### src/rtl/bin_to_bcd_seq.sv
// rtl/bin_to_bcd_seq.sv - sequential double-dabble binary to packed BCD converter
// Optional feature macro: BCD_AUTO_SAMPLE_EN (reconvert whenever bin_in changes, and once after reset).
module bin_to_bcd_seq #(
    parameter int BIN_W  = 32,
    parameter int DIGITS = 8
) (
    input  logic                clk,
    input  logic                reset,
    input  logic                start,
    input  logic [BIN_W-1:0]    bin_in,
    output logic                busy,
    output logic                done,
    output logic [4*DIGITS-1:0] bcd_out,
    output logic                ovf
);

    localparam int BCD_W = 4 * DIGITS;
    localparam int CNT_W = $clog2(BIN_W + 1);
    localparam int CMP_W = BIN_W + 64;
    localparam longint unsigned MAX_DEC = (64'd10 ** DIGITS) - 64'd1;

    typedef enum logic {IDLE, SHIFT} state_t;

    state_t             state_q, state_d;
    logic [BIN_W-1:0]   shreg_q, shreg_d;
    logic [BCD_W-1:0]   scratch_q, scratch_d;
    logic [BCD_W-1:0]   adj;
    logic [CNT_W-1:0]   cnt_q, cnt_d;
    logic               ovf_pend_q, ovf_pend_d;
    logic [BCD_W-1:0]   bcd_q, bcd_d;
    logic               ovf_q, ovf_d;
    logic               done_q, done_d;
    logic               start_eff;
    logic [3:0]         nib;

`ifdef BCD_AUTO_SAMPLE_EN
    logic [BIN_W-1:0]   last_q, last_d;
    logic               init_q, init_d;
    assign start_eff = start | init_q | (bin_in != last_q);
`else
    assign start_eff = start;
`endif

    always_comb begin
        state_d    = state_q;
        shreg_d    = shreg_q;
        scratch_d  = scratch_q;
        cnt_d      = cnt_q;
        ovf_pend_d = ovf_pend_q;
        bcd_d      = bcd_q;
        ovf_d      = ovf_q;
        done_d     = 1'b0;
        adj        = '0;
        nib        = '0;
`ifdef BCD_AUTO_SAMPLE_EN
        last_d     = last_q;
        init_d     = init_q;
`endif
        // Every nibble is corrected independently; no carry crosses nibbles.
        for (int i = 0; i < DIGITS; i++) begin
            nib = scratch_q[4*i +: 4];
            adj[4*i +: 4] = (nib >= 4'd5) ? nib + 4'd3 : nib;
        end

        case (state_q)
            IDLE: begin
                if (start_eff) begin
                    state_d    = SHIFT;
                    shreg_d    = bin_in;
                    scratch_d  = '0;
                    cnt_d      = '0;
                    ovf_pend_d = CMP_W'(bin_in) > CMP_W'(MAX_DEC);
`ifdef BCD_AUTO_SAMPLE_EN
                    last_d     = bin_in;
                    init_d     = 1'b0;
`endif
                end
            end
            SHIFT: begin
                {scratch_d, shreg_d} = {adj[BCD_W-2:0], shreg_q, 1'b0};
                cnt_d = cnt_q + 1'b1;
                if (cnt_q == CNT_W'(BIN_W - 1)) begin
                    state_d = IDLE;
                    bcd_d   = ovf_pend_q ? {DIGITS{4'h9}} : scratch_d;
                    ovf_d   = ovf_pend_q;
                    done_d  = 1'b1;
                end
            end
            default: state_d = IDLE;
        endcase
    end

    always_ff @(posedge clk) begin
        if (reset) begin
            state_q    <= IDLE;
            shreg_q    <= '0;
            scratch_q  <= '0;
            cnt_q      <= '0;
            ovf_pend_q <= 1'b0;
            bcd_q      <= '0;
            ovf_q      <= 1'b0;
            done_q     <= 1'b0;
`ifdef BCD_AUTO_SAMPLE_EN
            last_q     <= '0;
            init_q     <= 1'b1;
`endif
        end else begin
            state_q    <= state_d;
            shreg_q    <= shreg_d;
            scratch_q  <= scratch_d;
            cnt_q      <= cnt_d;
            ovf_pend_q <= ovf_pend_d;
            bcd_q      <= bcd_d;
            ovf_q      <= ovf_d;
            done_q     <= done_d;
`ifdef BCD_AUTO_SAMPLE_EN
            last_q     <= last_d;
            init_q     <= init_d;
`endif
        end
    end

    assign busy    = (state_q == SHIFT);
    assign done    = done_q;
    assign bcd_out = bcd_q;
    assign ovf     = ovf_q;

endmodule

### config.mk
export PLATFORM = sky130hd
export DESIGN_NAME = bin_to_bcd_seq
export DESIGN_NICKNAME = d
export VERILOG_FILES = /design/src/rtl/bin_to_bcd_seq.sv
export SDC_FILE = /design/constraint.sdc
export NUM_CORES = 1
export LEC_CHECK = 0
export ABC_CLOCK_PERIOD_IN_PS = 2300
export BUFFER_PORTS_ARGS = -buffer_cell sky130_fd_sc_hd__buf_2
export CAP_MARGIN = 0
export CORE_UTILIZATION = 45
export DETAILED_ROUTE_END_ITERATION = 6
export PLACE_DENSITY = 0.65
export SLEW_MARGIN = 20
export SYNTH_ARGS = -nofsm -noshare
export SYNTH_HDL_FRONTEND = slang
export SYNTH_SLANG_ARGS = --single-unit
### constraint.sdc
create_clock -name clk -period 2.3 [get_ports clk]
set_input_delay 0.115 -clock clk [delete_from_list [all_inputs] [get_ports clk]]
set_output_delay 0.115 -clock clk [all_outputs]
set_load 0.005 [all_outputs]
; Yosys cells after proc, flatten, opt, wreduce, memory -nomap -nowiden
; Index checks and enable logic that the tools add are counted.
[op_classes]
n_addsub = 9
n_lt_le_gt_ge = 9
n_eq_ne = 2
muxes = 19
bitwise_logic = 1
reduce_logical = 3
[op_table]
columns = cell, count
row1 = $pmux 32 s2, 2
row2 = $mux 32, 3
row3 = $ge 4x3->1 const B, 8
row4 = $gt 32x27->1 const B, 1
row5 = $add 4x2->4 const B, 7
row6 = $mux 4, 7
row7 = $pmux 6 s2, 1
row8 = $add 6x1->6 const B, 1
row9 = $eq 6x5->1 const B, 1
row10 = $mux 6, 1
row11 = $reduce_and 2->1, 2
row12 = $add 3x2->3 const B, 1
row13 = $mux 1, 3
row14 = $mux 3, 1
row15 = $ne 2x2->1 const B, 1
row16 = $pmux 1 s2, 1
row17 = $reduce_or 2->1, 1
row18 = $not 1->1, 1
[totals]
reg_bits = 106
out_inout_bits = 35
wordCells = 51

; Longest topological paths before layout
[depth]
ltp_word = 3
depth_mapped = 7
mapped_depth_nobuf = 6

; Worst setup path after synthesis
; OpenSTA, ideal clock, no wires.
[synth_path]
path_type = register -> register
from = register cnt_q[0]
to = register bcd_q[14] (netlist: bcd_out[14])
setup_ns = 0.117
arrival_time_ns = 1.496
required_time_ns = 2.183
path_slack_ns = 0.687
stages_incl_launch_ff = 8
path_buffers = 2
cell_sequence = dfxtp_1 > ha_1 > and4_4 > and3b_1 > buf_6 > nor2_4 > buf_6 > a22o_1
[synth_via]
elab_chain_len = 2
[synth_lines]
columns = item, line
row1 = start: declaration, 28  ; logic [CNT_W-1:0] cnt_q, cnt_d;
row2 = start signal: assignment, 111  ; cnt_q <= cnt_d;
row3 = $eq 6x5->1, 82  ; if (cnt_q == CNT_W'(BIN_W - 1)) begin
row4 = $reduce_and 2->1 (no source line), --
row5 = end signal: assignment, 100  ; bcd_q <= '0;
row6 = end signal: assignment, 113  ; bcd_q <= bcd_d;
row7 = end: declaration, 30  ; logic [BCD_W-1:0] bcd_q, bcd_d;
; Every way passes these cells.
; A chain may end at the register's enable or synchronous reset.

; Worst setup path in the final report
[layout_path]
from = register cnt_q[0]
to = register bcd_q[26] (netlist: bcd_out[26])
; Same word-level chain as after synthesis.

==> impl_metrics.py <==
metrics = {
    "drt": {
        "drtAntennaViolNets": 0,
        "route.final.wire_length_mm": 10.6,
        "num_vias": 4022,
        "detail_route.wl_per_cell_um": 14.1,
        "drt-pass1-iter-count": 4,
        "via_per_inst": 5.33,
        "drt-initial-drc-count": 144,
        "drc": 0,
    },
    "power_and_ir_drop": {
        "power.clock.fraction": 0.354,
        "power.combinational.fraction": 0.079,
        "fraction_of_power_spent_switching_nets": 0.237,
        "power_density_mw_per_mm2": 607,
        "internal-power_uw": 2560,
        "p_seq_frac": 0.567,
        "irDropWorstVdd_mv": 0.383,
        "total_switching_power_uw": 797,
        "static_leakage_power_uw": 0.00239,
    },
    "setup_path": {
        "regToRegSetupSlack_ps": 550,
        "required_time_at_the_endpoint_of_the_critical_path_ps": 2620,
        "cp-startpoint": "cnt_q[0]$_SDFFE_PP0P_",
        "worst-path-max-fanout": 19,
        "worst_r2r_path_depth": 6,
        "setup.worst_path.end_class": "register",
        "worstSetupPathType": "reg -> reg",
        "crit-reg2reg-capture": "bcd_out[26]$_SDFFE_PP0P_",
        "worst_r2r_startpoint": "cnt_q[0]$_SDFFE_PP0P_",
        "setup.worst_path.start_class": "register",
        "critPathCapture": "bcd_out[26]$_SDFFE_PP0P_",
        "cp_data_arrival_time_ps": 2070,
    },
    "yosys": {
        "synth-async-reset-ratio": 0,
        "synth_seq_area_share": 0.436,
        "syn_area_sq_mm": 0.00487,
        "synthDominantAreaCellType": "dfxtp_1",
        "synth-warning-count": 0,
        "synthesized_flop_and_latch_total": 106,
        "synth.area.top_cells": "dfxtp_1 44%, mux2i_1 8.4%, nor2_1 7.2%, a21oi_1 6.4%, a22o_1 5.8%",
        "synth_enable_flop_cells": 0,
        "synthTopCellsByCount": "106 x dfxtp_1, 94 x nor2_1, 62 x a21oi_1, 41 x mux2i_1, 32 x a22o_1",
        "postSynthCellCount": 557,
        "ys_dominant_reg_cell": "dfxtp_1",
        "top_cell_type_s_share_of_synthesized_area": 0.436,
        "yosysMostFrequentCell": "dfxtp_1",
        "synthesis.area_per_instance_sq_um": 8.74,
        "netlist-cell-type-count": 37,
        "mappedNetlistNets": 609,
    },
    "timing": {
        "tmin_final_ps": 1750,
        "fmax_ghz": 0.573,
        "max_slew.worst_pin.slew_ps": 726,
        "fin_tns_setup_ps": 0,
        "finalHoldViolations": 0,
        "portion_of_the_clock_cycle_consumed_by_the_worst_path_in_the_final_layout": 0.759,
        "maxSlewHeadroom": 0.515,
        "setup_viol_count_final": 0,
        "final-max-slew-violation-count": 0,
        "final.setup_skew_ps": 8.56,
        "rsz0062_at_grt": "no",
    },
    "final_layout": {
        "antennaDiodeCount": 0,
        "final_nets": 667,
        "post_route_cells_drive_above_1_share": 0.168,
        "post-route-cell-area_sq_mm": 0.00554,
        "area.growth.synth_to_final_pct": 13.8,
    },
    "floorplanning": {
        "die_area_sq_mm": 0.0112,
        "coreArea_sq_mm": 0.0104,
        "die_h_um": 106,
        "dieWidth_um": 106,
        "start_util": 0.467,
        "placement_rows": 37,
        "top_level_ports": 70,
    },
    "cts": {
        "postCtsSetupRepairBufs": 0,
        "number_of_buffers_created_by_cts": 9,
        "ctsHtreeMaxLevel": 3,
        "cts_root_buffer": "clkbuf_8",
        "cts_tree": "built",
        "clkTransAtPathRegs_ps": 90,
        "post_cts_resized": 0,
        "cts.sinks": 106,
        "max-clock-path-buffers": 2,
        "postCtsHoldBufs": 0,
        "worst_skew_pair.late_latency_ps": 370,
    },
    "place": {
        "gp_routability_congestion": 0.742,
        "dp_hpwl_mm": 7.40,
        "port_buffers": 69,
        "place_area_sq_mm": 0.00533,
    },
    "grt": {
        "grt_antenna_before_repair": 0,
        "grtUsageTotal": 0.199,
        "grt_max_degree": 61,
        "grt_pass1_wl_mm": 17.9,
        "first_global_vias": 3943,
        "grt_overflow_total": 0,
    },
    "min_path": {
        "hold_path.class": "in -> reg",
    },
    "status": {
        "status": "completed",
    },
    "flow_run": {
        "max_cap_viol_count": 0,
    },
}
-- cell usage in the layout, fill, tap and decap left out, types with 2 or more instances in the layout --
master,n
buf_4,13
xnor2_1,8
mux2i_1,41
clkbuf_8,12
nor4_1,7
dfxtp_1,105
nand2b_1,17
nor2b_1,2
a21oi_1,62
ha_1,17
buf_2,69
nor3b_1,16
nand2_1,13
a22o_1,32
inv_1,17
nor2_1,94
and2_1,7
and4_1,2
o21ai_0,25
nor3_1,31
or3_1,7
a2111oi_0,2
nand3_1,3
-- logic make-up (layout without fill, tap and decap cells) --
| group | count (synthesis) | after routing | synth area share |
|---|---|---|---|
| XOR/XNOR | 8 | 8 | 0.0144 |
| flip-flops | 106 | 106 | 0.436 |
| buffers and inverters | 53 | 115 | 0.0481 |
| adder cells (fa/ha/maj) | 17 | 17 | 0.0437 |
| AO/OA/AOI/OAI | 123 | 123 | 0.154 |
| AND/OR/NAND/NOR | 208 | 208 | 0.217 |
| multiplexers | 42 | 42 | 0.0866 |
-- metrics by stage --
stage	utilization	hold slack [ps]	power, uW	cells	setup slack, ps
6_report	0.532	30.9	3360	755	554
5_1_grt	0.532	58.1	3500	755	424
3_5_place_dp	0.512	409	2210	740	565
3_3_place_gp	0.512	405	2200	740	639
4_1_cts	0.532	15.3	3390	755	535
2_1_floorplan	-	310	2120	557	687
-- layout make-up --
class                   count  area (sq um)
clock buffers              13           169
clock inverters             2          35.0
fillers                  1004          4880
inverters                  17          63.8
multi-input cells         398          2510
flip-flops and latches    106          2130
well taps                 136           170
repair buffers             83           463
-- sequential cells by signal, summed over array words and instances, names as in the netlist --
signal      flops
cnt_q           6
busy            1
scratch_q      32
done            1
ovf_pend_q      1
bcd_out        32
shreg_q        32
ovf             1
-- how the worst min path moves through the flow --
stage / start / endpoint / slack [ps] / cells past startpoint
after floorplan: bin_in[0] / shreg_q[0]$_SDFFE_PP0P_ / 310 / 2
after global placement: bin_in[0] / shreg_q[0]$_SDFFE_PP0P_ / 410 / 3
after detailed placement: bin_in[0] / shreg_q[0]$_SDFFE_PP0P_ / 410 / 3
after CTS: bin_in[0] / shreg_q[0]$_SDFFE_PP0P_ / 20 / 3
after global routing: bin_in[0] / shreg_q[0]$_SDFFE_PP0P_ / 60 / 3
final: bin_in[0] / shreg_q[0]$_SDFFE_PP0P_ / 30 / 3
-- power groups by stage --
stage / clock network [uW] / logic [uW] / registers [uW]
finish: 1190 / 266 / 1900
global route: 1290 / 298 / 1910
CTS: 1220 / 268 / 1900
detailed placement: 0 / 267 / 1950
global placement: 0 / 259 / 1940
floorplan: 0 / 191 / 1930
-- layer usage --
layer  vias to the layer above  wire (um)  GRT usage
met3                        14        457     0.0484
li1                       2056          -          -
met5                         -          0          0
met4                         0        163     0.0754
met1                      1868       4910      0.236
met2                        84       5080      0.345
-- worst max-delay path, stage by stage, from the launching register on --
cell and delay, ps:
dfxtp_1 390, ha_1 230, and4_4 270, nand3b_4 250, nor3_4 220, buf_4 200
a22o_1 130
Power figures use the tool's default switching activity.
